## config.mk

```make
export PLATFORM = sky130hd
export DESIGN_NAME = nihilist_stream_cipher_flat
export DESIGN_NICKNAME = d
export VERILOG_FILES = /design/src/rtl/nihilist_stream_cipher_if.sv /design/src/rtl/nihilist_stream_cipher.sv /design/src/flat_wrapper.sv
export SDC_FILE = /design/constraint.sdc
export NUM_CORES = 1
export LEC_CHECK = 0
export CORE_ASPECT_RATIO = 0.75
export CORE_MARGIN = 8
export CORE_UTILIZATION = 25
export DETAILED_ROUTE_END_ITERATION = 7
export PLACE_DENSITY = 0.53
export SETUP_SLACK_MARGIN = 0.05
export SLEW_MARGIN = 10
export SYNTH_ARGS = -nofsm -noshare
export SYNTH_HDL_FRONTEND = slang
export SYNTH_SLANG_ARGS = --single-unit
```

## constraint.sdc

```tcl
create_clock -name clk -period 2.7 [get_ports clk]
set_input_delay 0.405 -clock clk [delete_from_list [all_inputs] [get_ports clk]]
set_output_delay 0.405 -clock clk [all_outputs]
set_load 0.02 [all_outputs]
```

## src/rtl/nihilist_stream_cipher_if.sv

```systemverilog
// nihilist_stream_cipher_if: key-load, input and output handshake bundle. Rev 1.0
`default_nettype none

interface nihilist_stream_cipher_if;
  logic       key_wr;
  logic [7:0] key_data;
  logic       key_clear;
  logic       key_err;
  logic       mode;
  logic       in_valid;
  logic       in_ready;
  logic [7:0] in_data;
  logic       in_last;
  logic       out_valid;
  logic       out_ready;
  logic [7:0] out_data;
  logic       out_last;
  logic       out_err;

  modport master (
    output key_wr, key_data, key_clear, mode, in_valid, in_data, in_last, out_ready,
    input  key_err, in_ready, out_valid, out_data, out_last, out_err
  );

  modport slave (
    input  key_wr, key_data, key_clear, mode, in_valid, in_data, in_last, out_ready,
    output key_err, in_ready, out_valid, out_data, out_last, out_err
  );
endinterface

`default_nettype wire

```

## src/rtl/nihilist_stream_cipher.sv

```systemverilog
// nihilist_stream_cipher: Polybius-square Nihilist stream cipher, one-cycle latency. Rev 1.0
// Optional decrypt path is built only when macro NIHILIST_DECRYPT_EN is defined.
`default_nettype none

module nihilist_stream_cipher #(
  parameter int KEY_MAX_LEN = 8
) (
  input  logic                      clk,
  input  logic                      rst,
  nihilist_stream_cipher_if.slave   bus
);

  localparam int IDX_W = (KEY_MAX_LEN > 1) ? $clog2(KEY_MAX_LEN) : 1;
  localparam int LEN_W = $clog2(KEY_MAX_LEN + 1);

  typedef enum logic [0:0] {
    ST_EMPTY  = 1'b0,
    ST_LOADED = 1'b1
  } key_state_t;

  // Returns row*10+col for characters in the square, 0 for anything else.
  function automatic logic [7:0] char_code(input logic [7:0] ch);
    case (ch)
      "M": char_code = 8'd11;  "I": char_code = 8'd12;  "H": char_code = 8'd13;
      "A": char_code = 8'd14;  "B": char_code = 8'd15;
      "C": char_code = 8'd21;  "D": char_code = 8'd22;  "E": char_code = 8'd23;
      "F": char_code = 8'd24;  "G": char_code = 8'd25;
      "K": char_code = 8'd31;  "L": char_code = 8'd32;  "N": char_code = 8'd33;
      "O": char_code = 8'd34;  "P": char_code = 8'd35;
      "Q": char_code = 8'd41;  "R": char_code = 8'd42;  "S": char_code = 8'd43;
      "T": char_code = 8'd44;  "U": char_code = 8'd45;
      "V": char_code = 8'd51;  "W": char_code = 8'd52;  "X": char_code = 8'd53;
      "Y": char_code = 8'd54;  "Z": char_code = 8'd55;
      default: char_code = 8'd0;
    endcase
  endfunction

  key_state_t       state;
  key_state_t       state_nxt;
  logic [7:0]       key_mem [KEY_MAX_LEN];
  logic [LEN_W-1:0] key_len;
  logic [IDX_W-1:0] idx;
  logic             in_ready;
  logic             accept;
  logic [7:0]       wr_code;
  logic             key_wr_ok;
  logic             key_wr_rej;
  logic             idx_wrap;
  logic [7:0]       key_code;
  logic [7:0]       enc_code;
  logic [7:0]       res_data;
  logic             res_err;

  assign accept     = bus.in_valid && in_ready;
  assign wr_code    = char_code(bus.key_data);
  assign key_wr_ok  = bus.key_wr && !bus.key_clear && !accept && (idx == '0) &&
                      (wr_code != 8'd0) && (key_len != LEN_W'(KEY_MAX_LEN));
  assign key_wr_rej = bus.key_wr && !bus.key_clear && !key_wr_ok;
  assign idx_wrap   = (LEN_W'(idx) == (key_len - LEN_W'(1)));
  assign key_code   = key_mem[idx];
  assign enc_code   = char_code(bus.in_data);
  assign bus.in_ready = in_ready;

  always_comb begin
    state_nxt = state;
    in_ready  = 1'b0;
    if (bus.key_clear) begin
      state_nxt = ST_EMPTY;
    end else if (key_wr_ok) begin
      state_nxt = ST_LOADED;
    end
    if (state == ST_LOADED) begin
      in_ready = !bus.out_valid || bus.out_ready;
    end
  end

`ifdef NIHILIST_DECRYPT_EN
  function automatic logic [7:0] square_char(input logic [3:0] row, input logic [3:0] col);
    case ({row, col})
      8'h11: square_char = "M";  8'h12: square_char = "I";  8'h13: square_char = "H";
      8'h14: square_char = "A";  8'h15: square_char = "B";
      8'h21: square_char = "C";  8'h22: square_char = "D";  8'h23: square_char = "E";
      8'h24: square_char = "F";  8'h25: square_char = "G";
      8'h31: square_char = "K";  8'h32: square_char = "L";  8'h33: square_char = "N";
      8'h34: square_char = "O";  8'h35: square_char = "P";
      8'h41: square_char = "Q";  8'h42: square_char = "R";  8'h43: square_char = "S";
      8'h44: square_char = "T";  8'h45: square_char = "U";
      8'h51: square_char = "V";  8'h52: square_char = "W";  8'h53: square_char = "X";
      8'h54: square_char = "Y";  8'h55: square_char = "Z";
      default: square_char = 8'hFF;
    endcase
  endfunction

  logic [7:0] dec_diff;
  logic [7:0] dec_row;
  logic [7:0] dec_col;
  logic [7:0] dec_char;
  logic       dec_err;

  // Row is range-checked before truncation so that e.g. row 17 cannot alias row 1.
  always_comb begin
    dec_diff = bus.in_data - key_code;
    dec_row  = dec_diff / 8'd10;
    dec_col  = dec_diff % 8'd10;
    dec_char = square_char(dec_row[3:0], dec_col[3:0]);
    dec_err  = (bus.in_data < key_code) || (dec_row > 8'd5) || (dec_char == 8'hFF);
    if (bus.mode) begin
      res_err  = dec_err;
      res_data = dec_err ? 8'hFF : dec_char;
    end else begin
      res_err  = (enc_code == 8'd0);
      res_data = res_err ? 8'hFF : (enc_code + key_code);
    end
  end
`else
  always_comb begin
    res_err  = (enc_code == 8'd0);
    res_data = res_err ? 8'hFF : (enc_code + key_code);
  end
`endif

  always_ff @(posedge clk or posedge rst) begin
    if (rst) begin
      state <= ST_EMPTY;
    end else begin
      state <= state_nxt;
    end
  end

  always_ff @(posedge clk) begin
    if (key_wr_ok) begin
      key_mem[key_len[IDX_W-1:0]] <= wr_code;
    end
  end

  always_ff @(posedge clk or posedge rst) begin
    if (rst) begin
      key_len       <= '0;
      idx           <= '0;
      bus.key_err   <= 1'b0;
      bus.out_valid <= 1'b0;
      bus.out_data  <= 8'd0;
      bus.out_last  <= 1'b0;
      bus.out_err   <= 1'b0;
    end else begin
      bus.key_err <= key_wr_rej;
      if (bus.key_clear) begin
        key_len <= '0;
        idx     <= '0;
      end else begin
        if (key_wr_ok) begin
          key_len <= key_len + LEN_W'(1);
        end
        if (accept) begin
          idx <= (bus.in_last || idx_wrap) ? '0 : idx + IDX_W'(1);
        end
      end
      // Output register is independent of key_clear so pending results survive it.
      if (accept) begin
        bus.out_valid <= 1'b1;
        bus.out_data  <= res_data;
        bus.out_last  <= bus.in_last;
        bus.out_err   <= res_err;
      end else if (bus.out_ready) begin
        bus.out_valid <= 1'b0;
      end
    end
  end

endmodule

`default_nettype wire

```

## src/flat_wrapper.sv

```systemverilog
// flat-port wrapper written by rule: the top's interface ports become plain ports
module nihilist_stream_cipher_flat 
#(
  parameter int KEY_MAX_LEN = 8
)
  (clk, rst, bus_key_wr, bus_key_data, bus_key_clear, bus_mode, bus_in_valid, bus_in_data, bus_in_last, bus_out_ready, bus_key_err, bus_in_ready, bus_out_valid, bus_out_data, bus_out_last, bus_out_err);
  nihilist_stream_cipher_if bus_i ();
  input  logic clk;
  input  logic rst;
  input wire logic [$bits(bus_i.key_wr)-1:0] bus_key_wr;
  input wire logic [$bits(bus_i.key_data)-1:0] bus_key_data;
  input wire logic [$bits(bus_i.key_clear)-1:0] bus_key_clear;
  input wire logic [$bits(bus_i.mode)-1:0] bus_mode;
  input wire logic [$bits(bus_i.in_valid)-1:0] bus_in_valid;
  input wire logic [$bits(bus_i.in_data)-1:0] bus_in_data;
  input wire logic [$bits(bus_i.in_last)-1:0] bus_in_last;
  input wire logic [$bits(bus_i.out_ready)-1:0] bus_out_ready;
  output wire logic [$bits(bus_i.key_err)-1:0] bus_key_err;
  output wire logic [$bits(bus_i.in_ready)-1:0] bus_in_ready;
  output wire logic [$bits(bus_i.out_valid)-1:0] bus_out_valid;
  output wire logic [$bits(bus_i.out_data)-1:0] bus_out_data;
  output wire logic [$bits(bus_i.out_last)-1:0] bus_out_last;
  output wire logic [$bits(bus_i.out_err)-1:0] bus_out_err;
  assign bus_i.key_wr = bus_key_wr;
  assign bus_i.key_data = bus_key_data;
  assign bus_i.key_clear = bus_key_clear;
  assign bus_i.mode = bus_mode;
  assign bus_i.in_valid = bus_in_valid;
  assign bus_i.in_data = bus_in_data;
  assign bus_i.in_last = bus_in_last;
  assign bus_i.out_ready = bus_out_ready;
  assign bus_key_err = bus_i.key_err;
  assign bus_in_ready = bus_i.in_ready;
  assign bus_out_valid = bus_i.out_valid;
  assign bus_out_data = bus_i.out_data;
  assign bus_out_last = bus_i.out_last;
  assign bus_out_err = bus_i.out_err;
  nihilist_stream_cipher #(.KEY_MAX_LEN(KEY_MAX_LEN)) u_core (.clk(clk), .rst(rst), .bus(bus_i));
endmodule
```

==> reports/results.ini <==
[outcome]
status=finished clean

[route]
dr.first_iter.drc_count=212
wl_per_cell_um=14.81
drcViolationCount=0
first_pass_iters=4
via_per_inst=4.618
wl_um=9314
dr_total_vias=2905
antenna_left=0

[logic_synthesis]
synth_edf_count=48
syn_inst=338
ys_types=60
yosysWarnings=0
netlist_area_um2=3795
seq_area_frac_synth_pct=50.51
synth.avg_cell_area_um2=11.23
yosys_register_bits=67
syn_nets=373
synth_ff_type=edfxtp_1
async_reset_ff_share_pct=28.36

[sta]
rsz0062_at_grt=false
slew_headroom_pct=46.04
final_hold_viol_count=0
period_minus_slack_ns=2.528
setup_viol=0
final.setup.tns_ns=0
fmax_mhz=395.5
fin_worst_skew_ns=0.007149
worst_pin_slew_ns=0.8085
slew_violations=0
fin_crit_sh_pct=93.64

[setup_path]
r2r-start=u_core.idx[0]$_DFFE_PP0P_
endpoint_kind=flip-flop
slowest_stage=a2111oi_4
cp_max_fo=4
reg2reg_to=u_core.bus.out_data[5]$_DFFE_PP0P_
crit_type=input pin to flip-flop
start_kind=input pin
reg2regPathDepth=9
worstPathRequired_ns=2.92
r2r_setup_slack_ns=0.17
path_cells=dlygate4sd2_1 > xor2_1 > a31oi_1 > a21oi_1 > a2111oi_4 > ha_2 > inv_1 > fa_2 > nor2b_1 > o21ai_1 > nor2b_2 > xnor2_1 > o22a_1
arrival_ns=2.75
max_stage_delay_ns=0.33

[cts]
h-tree-depth=3
cts_root_buffer=clkbuf_16
clockBufferDepth=2
cts_tree=done
clkTransAtPathRegs_ns=0.06
cts.sinks=67
clk_latency_ns=0.33
numCtsBuffers=9

[cells_and_area]
final_cells=629
drive_above_1_share_pct=27.59
nets=454
area_growth_pct=35.64
fin_util_pct=34.25
final_cell_mix=55 x buf_4, 48 x edfxtp_1, 35 x nor2_1
fill_cells=1539
mostFrequentLayoutCell=buf_4
num_antenna_cells=0

[placed_design]
place_hpwl_um=6870
gp_congestion=0.7685
portBuffers=35
dp_cells=611

[global_routing]
grt_pass1_wl_um=14990
grt_pass1_vias=2865
overflow=0
antenna_found_initial=0
grt_max_degree=20
grt.total_usage_pct=9.907

[min_path]
hold_depth=2
min_from=u_core.bus.out_last$_DFFE_PP0P_
min_path_type=flip-flop to flip-flop
holdPathEnd=u_core.bus.out_last$_DFFE_PP0P_

[power]
peakVddDrop_mv=0.2226
p_per_area_nw_per_um2=523.1
leakage_nw=1.916

[die]
core_area_um2=15030
design.die.area_um2=19420
die_w_um=158.3
row_count=39
die_y_um=122.7
start_util_pct=25.25
ios=37

[run]
max_cap_viol_count=0

layout make-up:
cell class	instances	area (um2)	share of cell area [%]
Sequential cell	67	1917	37.24
Multi-Input combinational cell	232	1807	35.10
Timing Repair Buffer	96	842.1	16.36
Tap cell	205	256.5	4.983
Clock buffer	9	225.2	4.375
Clock inverter	7	51.30	0.9966
Inverter	13	48.80	0.9480
synth_stat cells (8+ instances only):
cell | count | share of area (%)
edfxtp_1 | 48 | 38
nor2_1 | 35 | 3.5
a31oi_1 | 12 | 2.0
nand2_1 | 21 | 2.1
a21oi_1 | 22 | 2.9
inv_1 | 13 | 1.3
dfrtp_1 | 19 | 13
clkbuf_1 | 20 | 2.0
nor2b_1 | 8 | 1.3
ha_1 | 10 | 3.3
nand2b_1 | 8 | 1.3
mux4_2 | 12 | 7.1
o21ai_0 | 13 | 1.7
flip-flops by register name (all words and copies together), names as in the netlist:
| signal | count |
|---|---|
| u_core.idx | 3 |
| u_core.state | 1 |
| u_core.bus.out_data | 8 |
| u_core.bus.out_valid | 1 |
| u_core.bus.out_last | 1 |
| u_core.key_len | 4 |
| u_core.key_mem | 48 |
| u_core.bus.key_err | 1 |
metrics by stage:
step                setup slack (ns)  hold slack (ns)  instance area, um2  power, W
CTS                          0.05690           0.4813                5099  0.002719
floorplan                   -0.06475           0.3561                3837  0.001421
finish                        0.1716           0.4731                5147  0.002693
global placement             -0.5642           0.4642                4786  0.001624
global route                 0.05218           0.5105                5147  0.002810
detailed placement           -0.6275           0.4666                4786  0.001630
cells by family (layout without fill, tap and decap cells):
| kind of cell | after synthesis | after routing | share of synthesized area [%] |
|---|---|---|---|
| flip-flops | 67 | 67 | 50.51 |
| AND/OR/NAND/NOR | 102 | 102 | 13.82 |
| buffers and inverters | 39 | 125 | 4.352 |
| multiplexers | 22 | 22 | 9.990 |
| AO/OA/AOI/OAI | 84 | 84 | 14.47 |
| adder cells (fa/ha/maj) | 12 | 12 | 4.088 |
| XOR/XNOR | 12 | 12 | 2.770 |
metal layers:
metal	share of wire [%]	vias to the layer above	global-route usage, %
li1	-	1425	-
met3	4.8	6	2.287
met2	45	70	14.57
met5	0	-	0
met4	1.1	0	3.349
met1	49	1404	14.04
worst max-delay path: cells and delay by family:
kind | cells | cell delay, ns
compound gates | 5 | 0.86
xor+xnor | 2 | 0.30
fa+ha+maj | 2 | 0.57
buf+inv | 2 | 0.33
simple gates | 2 | 0.29
worst max path at each step:
| stage | start | end | slack, ns | cells after the start |
|---|---|---|---|---|
| after floorplan | bus_in_data[4] | u_core.bus.out_data[4]$_DFFE_PP0P_ | -0.06 | 14 |
| after global placement | bus_in_data[6] | u_core.bus.out_data[4]$_DFFE_PP0P_ | -0.56 | 11 |
| after detailed placement | bus_in_data[6] | u_core.bus.out_data[4]$_DFFE_PP0P_ | -0.63 | 11 |
| after CTS | bus_in_data[3] | u_core.bus.out_data[4]$_DFFE_PP0P_ | 0.06 | 13 |
| after global routing | bus_in_data[3] | u_core.bus.out_data[4]$_DFFE_PP0P_ | 0.05 | 13 |
| final | bus_in_data[3] | u_core.bus.out_data[4]$_DFFE_PP0P_ | 0.17 | 13 |
repair_timing:
action	CTS	global route
buffers inserted	0	2
pin swaps	6	7
endpoints found under the setup margin	5	3
hold buffers	0	0
gates resized for setup	15	15
report_power, final:
group          leakage [nW]  total (W)  internal (W)  switching, W
Combinational          1.10   0.000448      0.000224      0.000223
Sequential            0.683    0.00117       0.00114     0.0000250
Clock                 0.134    0.00108      0.000627      0.000452
Note: power is estimated with default switching activity, not from simulation.
